==> src/rtl/wav_loader_if.sv <==
// Download-port and sample-RAM write-port bundle for the WAV loader.
// The host side drives ioctl_*; the loader drives ram_*.
interface wav_loader_if #(
  parameter int ADDR_W = 14
);
  logic              ioctl_download;
  logic [7:0]        ioctl_index;
  logic              ioctl_wr;
  logic [24:0]       ioctl_addr;
  logic [7:0]        ioctl_dout;
  logic              ram_we;
  logic [ADDR_W-1:0] ram_addr;
  logic [7:0]        ram_data;

  modport master (
    output ioctl_download, ioctl_index, ioctl_wr, ioctl_addr, ioctl_dout,
    input  ram_we, ram_addr, ram_data
  );

  modport slave (
    input  ioctl_download, ioctl_index, ioctl_wr, ioctl_addr, ioctl_dout,
    output ram_we, ram_addr, ram_data
  );
endinterface

==> src/rtl/wav_loader.sv <==
// Streaming WAV writer: validates the 44-byte canonical header, then copies the
// 8-bit mono PCM payload into sample RAM and reports sample rate and length.
module wav_loader #(
  parameter int ADDR_W = 14,
  parameter int INDEX  = 0
) (
  input  logic            clk_sys,
  input  logic            reset,
  wav_loader_if.slave     io,
  output logic [31:0]     sample_rate,
  output logic [ADDR_W:0] data_len,
  output logic            busy,
  output logic            valid,
  output logic            error,
  output logic            truncated
);
  typedef enum logic [2:0] {
    S_IDLE   = 3'd0,
    S_HEADER = 3'd1,
    S_DATA   = 3'd2,
    S_DONE   = 3'd3,
    S_ERR    = 3'd4
  } state_t;

  localparam logic [31:0] CAP = 32'd1 << ADDR_W;

  state_t          state_r;
  logic            dl_r;
  logic [31:0]     data_size_r;

  logic            dl_rise_s;
  logic            dl_fall_s;
  logic            accept_s;
  logic            hdr_wr_s;
  logic            pay_wr_s;
  logic [24:0]     off_s;
  logic [31:0]     off32_s;
  logic            in_size_s;
  logic            in_cap_s;
  logic            store_s;
  logic            drop_over_s;
  logic [ADDR_W:0] inc_s;
  logic [ADDR_W:0] len_upd_s;
  logic [31:0]     lim_s;
  logic            short_s;

  // Fixed header bytes; unlisted offsets are don't-care.
  function automatic logic hdr_ok(input logic [5:0] a, input logic [7:0] b);
    logic ok;
    ok = 1'b1;
    case (a)
      6'd0:    ok = (b == 8'h52);
      6'd1:    ok = (b == 8'h49);
      6'd2:    ok = (b == 8'h46);
      6'd3:    ok = (b == 8'h46);
      6'd8:    ok = (b == 8'h57);
      6'd9:    ok = (b == 8'h41);
      6'd10:   ok = (b == 8'h56);
      6'd11:   ok = (b == 8'h45);
      6'd20:   ok = (b == 8'h01);
      6'd21:   ok = (b == 8'h00);
      6'd22:   ok = (b == 8'h01);
      6'd23:   ok = (b == 8'h00);
      6'd34:   ok = (b == 8'h08);
      6'd35:   ok = (b == 8'h00);
      6'd36:   ok = (b == 8'h64);
      6'd37:   ok = (b == 8'h61);
      6'd38:   ok = (b == 8'h74);
      6'd39:   ok = (b == 8'h61);
      default: ok = 1'b1;
    endcase
    return ok;
  endfunction

  // Edge detection and per-byte payload decisions; len_upd_s already includes
  // a byte arriving together with the download fall.
  always_comb begin
    dl_rise_s   = io.ioctl_download & ~dl_r;
    dl_fall_s   = ~io.ioctl_download & dl_r;
    accept_s    = dl_rise_s && (io.ioctl_index == 8'(INDEX));
    hdr_wr_s    = io.ioctl_wr && (io.ioctl_addr < 25'd44);
    pay_wr_s    = io.ioctl_wr && (io.ioctl_addr >= 25'd44);
    off_s       = io.ioctl_addr - 25'd44;
    off32_s     = {7'd0, off_s};
    in_size_s   = off32_s < data_size_r;
    in_cap_s    = off32_s < CAP;
    store_s     = (state_r == S_DATA) && pay_wr_s && in_size_s && in_cap_s;
    drop_over_s = (state_r == S_DATA) && pay_wr_s && in_size_s && !in_cap_s;
    inc_s       = off_s[ADDR_W:0] + {{ADDR_W{1'b0}}, 1'b1};
    if (store_s && (inc_s > data_len)) begin
      len_upd_s = inc_s;
    end else begin
      len_upd_s = data_len;
    end
    if (data_size_r < CAP) begin
      lim_s = data_size_r;
    end else begin
      lim_s = CAP;
    end
    short_s = {{(31-ADDR_W){1'b0}}, len_upd_s} < lim_s;
  end

  // Load FSM with registered RAM port and status outputs.
  always_ff @(posedge clk_sys) begin
    if (reset) begin
      state_r     <= S_IDLE;
      // Track the live level so a reset mid-transfer does not fake a new rise.
      dl_r        <= io.ioctl_download;
      data_size_r <= 32'd0;
      io.ram_we   <= 1'b0;
      io.ram_addr <= {ADDR_W{1'b0}};
      io.ram_data <= 8'd0;
      sample_rate <= 32'd0;
      data_len    <= {(ADDR_W+1){1'b0}};
      busy        <= 1'b0;
      valid       <= 1'b0;
      error       <= 1'b0;
      truncated   <= 1'b0;
    end else begin
      dl_r      <= io.ioctl_download;
      io.ram_we <= 1'b0;
      busy      <= (state_r == S_HEADER) || (state_r == S_DATA);
      if (accept_s) begin
        state_r     <= S_HEADER;
        data_size_r <= 32'd0;
        sample_rate <= 32'd0;
        data_len    <= {(ADDR_W+1){1'b0}};
        valid       <= 1'b0;
        error       <= 1'b0;
        truncated   <= 1'b0;
      end else begin
        case (state_r)
          S_HEADER: begin
            if (hdr_wr_s) begin
              case (io.ioctl_addr[5:0])
                6'd24:   sample_rate[7:0]   <= io.ioctl_dout;
                6'd25:   sample_rate[15:8]  <= io.ioctl_dout;
                6'd26:   sample_rate[23:16] <= io.ioctl_dout;
                6'd27:   sample_rate[31:24] <= io.ioctl_dout;
                6'd40:   data_size_r[7:0]   <= io.ioctl_dout;
                6'd41:   data_size_r[15:8]  <= io.ioctl_dout;
                6'd42:   data_size_r[23:16] <= io.ioctl_dout;
                6'd43:   data_size_r[31:24] <= io.ioctl_dout;
                default: sample_rate        <= sample_rate;
              endcase
            end
            if (hdr_wr_s && !hdr_ok(io.ioctl_addr[5:0], io.ioctl_dout)) begin
              state_r <= S_ERR;
              error   <= 1'b1;
            end else if (dl_fall_s) begin
              state_r <= S_ERR;
              error   <= 1'b1;
            end else if (hdr_wr_s && (io.ioctl_addr[5:0] == 6'd43)) begin
              state_r <= S_DATA;
            end else begin
              state_r <= S_HEADER;
            end
          end
          S_DATA: begin
            if (store_s) begin
              io.ram_we   <= 1'b1;
              io.ram_addr <= off_s[ADDR_W-1:0];
              io.ram_data <= io.ioctl_dout;
            end
            data_len <= len_upd_s;
            if (drop_over_s || (dl_fall_s && short_s)) begin
              truncated <= 1'b1;
            end
            if (dl_fall_s) begin
              state_r <= S_DONE;
              valid   <= 1'b1;
            end
          end
          default: state_r <= state_r;
        endcase
      end
    end
  end
endmodule

==> src/flat_wrapper.sv <==
// flat-port wrapper written by rule: the top's interface ports become plain ports
module wav_loader_flat 
#(
  parameter int ADDR_W = 14,
  parameter int INDEX  = 0
)
  (clk_sys, reset, sample_rate, data_len, busy, valid, error, truncated, io_ioctl_download, io_ioctl_index, io_ioctl_wr, io_ioctl_addr, io_ioctl_dout, io_ram_we, io_ram_addr, io_ram_data);
  wav_loader_if #(.ADDR_W(ADDR_W)) io_i ();
  input  logic clk_sys;
  input  logic reset;
  output logic [31:0] sample_rate;
  output logic [ADDR_W:0] data_len;
  output logic busy;
  output logic valid;
  output logic error;
  output logic truncated;
  input wire logic [$bits(io_i.ioctl_download)-1:0] io_ioctl_download;
  input wire logic [$bits(io_i.ioctl_index)-1:0] io_ioctl_index;
  input wire logic [$bits(io_i.ioctl_wr)-1:0] io_ioctl_wr;
  input wire logic [$bits(io_i.ioctl_addr)-1:0] io_ioctl_addr;
  input wire logic [$bits(io_i.ioctl_dout)-1:0] io_ioctl_dout;
  output wire logic [$bits(io_i.ram_we)-1:0] io_ram_we;
  output wire logic [$bits(io_i.ram_addr)-1:0] io_ram_addr;
  output wire logic [$bits(io_i.ram_data)-1:0] io_ram_data;
  assign io_i.ioctl_download = io_ioctl_download;
  assign io_i.ioctl_index = io_ioctl_index;
  assign io_i.ioctl_wr = io_ioctl_wr;
  assign io_i.ioctl_addr = io_ioctl_addr;
  assign io_i.ioctl_dout = io_ioctl_dout;
  assign io_ram_we = io_i.ram_we;
  assign io_ram_addr = io_i.ram_addr;
  assign io_ram_data = io_i.ram_data;
  wav_loader #(.ADDR_W(ADDR_W), .INDEX(INDEX)) u_core (.clk_sys(clk_sys), .reset(reset), .io(io_i), .sample_rate(sample_rate), .data_len(data_len), .busy(busy), .valid(valid), .error(error), .truncated(truncated));
endmodule
==> config.mk <==
export PLATFORM = sky130hd
export DESIGN_NAME = wav_loader_flat
export DESIGN_NICKNAME = d
export VERILOG_FILES = /design/src/rtl/wav_loader_if.sv /design/src/rtl/wav_loader.sv /design/src/flat_wrapper.sv
export SDC_FILE = /design/constraint.sdc
export NUM_CORES = 1
export LEC_CHECK = 0
export BUFFER_PORTS_ARGS = -buffer_cell sky130_fd_sc_hd__buf_4
export CAP_MARGIN = 0
export CORE_ASPECT_RATIO = 1.2
export CORE_MARGIN = 2
export CORE_UTILIZATION = 40
export CTS_CLUSTER_SIZE = 30
export DETAILED_ROUTE_END_ITERATION = 16
export GPL_TIMING_DRIVEN = 0
export HOLD_SLACK_MARGIN = 0.1
export PLACE_DENSITY_LB_ADDON = 0.3
export SYNTH_ARGS = -nofsm -noshare
export SYNTH_HDL_FRONTEND = slang
export SYNTH_SLANG_ARGS = --single-unit
==> constraint.sdc <==
create_clock -name clk_sys -period 10.9 [get_ports clk_sys]
set_input_delay 0.545 -clock clk_sys [delete_from_list [all_inputs] [get_ports clk_sys]]
set_output_delay 0.545 -clock clk_sys [all_outputs]
set_load 0.02 [all_outputs]
==> flow_metrics.py <==
metrics = {
    "run_status": {
        "status": "finished, final reports clean",
    },
    "worst_setup_path": {
        "worst_path_max_delay_cell": "xnor2_1",
        "timing.critical_path.to_type": "flip-flop",
        "data_arrival_time_at_the_worst_slack_endpoint_ns": 6.84,
        "reg2reg_depth": 21,
        "reg2reg_setup_slack_ns": 6.14,
        "critical-path-max-stage-delay_ns": 0.55,
        "timing.critical_path.required_ns": 11.14,
        "timing.rr.end": "u_core.truncated",
        "worst-path-max-fanout": 10,
        "start_kind": "input pin",
        "r2r_start": "u_core.data_size_r[13]",
        "critical_path_class": "input pin to flip-flop",
    },
    "job": {
        "cap_violations": 0,
    },
    "yosys": {
        "post_synth_instance_area_sq_mm": 0.00669,
        "postSynthNetCount": 970,
        "ys_ff_latch": 110,
        "synth_warnings": 0,
        "netlist-cell-type-count": 59,
        "synth_commonest_cells": "nand2_1 (177), dfxtp_1 (110), a21oi_1 (90), nor2_1 (71), ha_1 (61)",
        "yosys-top-cells-area": "dfxtp_1 (33%), ha_1 (11%), nand2_1 (9.9%)",
        "syn-instance-count": 864,
        "synth_seq_area_share_pct": 32.9,
        "synth_ff_type": "dfxtp_1",
        "ys_async_sr_fraction_pct": 0,
        "synth_enable_flop_cells": 0,
        "synth.most_common_cell": "nand2_1",
        "synthDominantAreaCellType": "dfxtp_1",
        "synthesis.area_per_instance_sq_um": 7.74,
        "area_share_of_the_largest_cell_type_after_synthesis_pct": 32.9,
    },
    "route": {
        "wl_per_cell_um": 16.4,
        "drt_wl_total_um": 19800,
        "detail-route-antenna-nets": 0,
        "viasPerCell": 5.34,
        "detailroute.via_count": 6438,
        "drt_pre_antenna_iters": 5,
        "drt_iter0_drc": 508,
        "route.detailed.drc": 0,
    },
    "power": {
        "power_switching_share_pct": 28.0,
        "vdd.ir_drop.worst_uv": 77.5,
        "power_frac_seq_pct": 47.4,
        "share_comb_of_total_power_pct": 12.8,
        "post_layout_power_uw": 848,
        "pwr_density_cell_mw_per_mm2": 105,
        "p_int_uw": 610,
        "clock_network_power_share_pct": 39.8,
        "power.static_leakage_nw": 3.25,
        "switching_power_uw": 238,
    },
    "worst_hold_path": {
        "worstHoldEndpoint": "u_core.dl_r",
        "cell_count_of_the_worst_hold_path": 1,
        "worstHoldPathType": "input pin to flip-flop",
        "hold_start": "io_ioctl_download",
    },
    "grt": {
        "grt_max_degree": 21,
        "overflow": 0,
        "antenna_found_initial": 0,
        "grt_pass1_vias": 6244,
        "global_route_wire_length_before_repair_um": 31500,
        "groute.usage.overall_pct": 22.3,
    },
    "floorplan": {
        "core_area_sq_mm": 0.0163,
        "floorplan.initialDensity_pct": 41.0,
        "floorplan.rows": 51,
        "num_io_pins": 119,
        "die_h_um": 146,
        "design.die.area_sq_mm": 0.0178,
        "die_width_um": 122,
    },
    "cts": {
        "worst_setup_hold_path_clk_slew_ns": 0.07,
        "numClockSinks": 110,
        "ctsLongestPathBuffers": 2,
        "cts_hold_repair.buffers": 0,
        "cts.htree.levels": 3,
        "clk-insertion-delay-late_ns": 0.36,
        "clock-root-buffer": "clkbuf_16",
        "cts_setup_buffers": 0,
        "cts_tree": "built",
        "cts_inserted_buffers": 9,
        "cts_resized": 0,
    },
    "timing": {
        "tightest_slew_ns": 1.22,
        "share_of_the_clock_period_used_by_the_worst_path_pct": 60.5,
        "slew_headroom_pct": 17.7,
        "slew_viols_final": 0,
        "achievable-frequency_mhz": 152,
        "worst_clock_skew_ns": 0.0137,
        "setup_viol": 0,
        "hold_slack_ns": 0.314,
        "hold_violations": 0,
        "setup_total_negative_slack_ns": 0,
        "grt_setup_unrepaired": "false",
        "layout_min_cycle_time_ns": 6.60,
    },
    "placed_design": {
        "detailedPlacementHpwl_um": 15200,
        "portBuffers": 114,
        "globalplace.congestion": 0.942,
    },
    "cells_and_area": {
        "num-fill-cells": 1657,
        "post_route_cells_drive_above_1_share_pct": 16.3,
        "finalNetCount": 1095,
        "num_antenna_cells": 0,
        "area.growth.synth_to_final_pct": 21.2,
    },
}
-- critical path: cells and delay by family --
kind / cells / cell delay [ns]
mux: 1 / 0.39
fa+ha+maj: 3 / 0.84
simple gates: 11 / 1.75
xor+xnor: 2 / 0.82
buf+inv: 2 / 0.45
compound gates: 10 / 2.04
-- logic make-up after synthesis --
logic type               count (synthesis)  share of synthesized area [%]
buffers and inverters                   88                           5.01
multiplexers                            37                           5.82
XOR/XNOR                                38                           4.97
adder cells (fa/ha/maj)                 62                           11.6
AND/OR/NAND/NOR                        373                           25.8
AO/OA/AOI/OAI                          156                           13.9
flip-flops                             110                           32.9
-- sequential cells by signal, indices dropped and copies added (netlist names) --
register            flops
u_core.dl_r             1
u_core.truncated        1
u_core.sample_rate     32
u_core.io.ram_data      8
u_core.busy             1
u_core.error            1
u_core.io.ram_we        1
u_core.data_len        15
u_core.data_size_r     32
u_core.state_r          3
u_core.io.ram_addr     14
u_core.valid            1
-- cell type report --
| class | count | area [sq um] | area share (%) |
|---|---|---|---|
| repair buffers | 114 | 856 | 10.6 |
| multi-input cells | 666 | 4150 | 51.2 |
| inverters | 52 | 195 | 2.41 |
| clock buffers | 10 | 239 | 2.95 |
| plain buffers | 36 | 140 | 1.73 |
| clock inverters | 6 | 57.6 | 0.710 |
| flip-flops and latches | 110 | 2200 | 27.2 |
| well taps | 212 | 265 | 3.27 |
-- per-layer routing --
metal  global-route usage (%)  share of wire (%)
met5                        0                  0
met4                     10.2                3.6
met3                     3.92                6.2
met2                     36.3                 47
met1                     28.6                 43
-- worst max path at each step --
stage,from,end,slack [ns],depth (start not counted)
2_1_floorplan,io_ioctl_addr[13],u_core.truncated,5.18,22
3_3_place_gp,io_ioctl_addr[2],u_core.truncated,4.02,27
3_5_place_dp,io_ioctl_addr[2],u_core.truncated,4.03,27
4_1_cts,io_ioctl_addr[2],u_core.truncated,4.37,29
5_1_grt,io_ioctl_addr[2],u_core.truncated,3.76,29
6_report,io_ioctl_addr[2],u_core.truncated,4.30,29
-- power groups by stage --
stage	Sequential (mW)	Combinational, mW	Clock, mW
5_1_grt	0.402	0.120	0.356
2_1_floorplan	0.411	0.0648	0
3_3_place_gp	0.411	0.106	0
3_5_place_dp	0.411	0.107	0
6_report	0.402	0.109	0.337
4_1_cts	0.402	0.108	0.340
-- placed cells by master, fill, tap and decap left out, drive strengths merged, types with 3 or more instances in the layout --
cell type	n
a31oi	3
ha	61
xor2	13
or2	6
nor2	71
nor2b	18
nand4	7
buf	120
clkbuf	40
inv	58
nor3	14
o211ai	5
o21ai	21
o21a	7
nor4b	3
and3	4
and4	4
or4	3
a21oi	90
dfxtp	110
a21o	4
or3	6
nand2b	5
xnor2	25
mux2	15
a2111oi	3
nand3	29
nor4	18
a211oi	6
mux2i	22
nand2	178
-- stage by stage --
step / util, % / area, sq um / std cells / worst slack (ns)
2_1_floorplan: - / 6690 / 864 / 5.18
3_3_place_gp: 47.8 / 7810 / 1190 / 4.02
3_5_place_dp: 47.8 / 7810 / 1190 / 4.03
4_1_cts: 49.6 / 8110 / 1206 / 4.37
5_1_grt: 49.6 / 8110 / 1206 / 3.76
6_report: 49.6 / 8110 / 1206 / 4.30
Note: power is estimated with default switching activity, not from simulation.
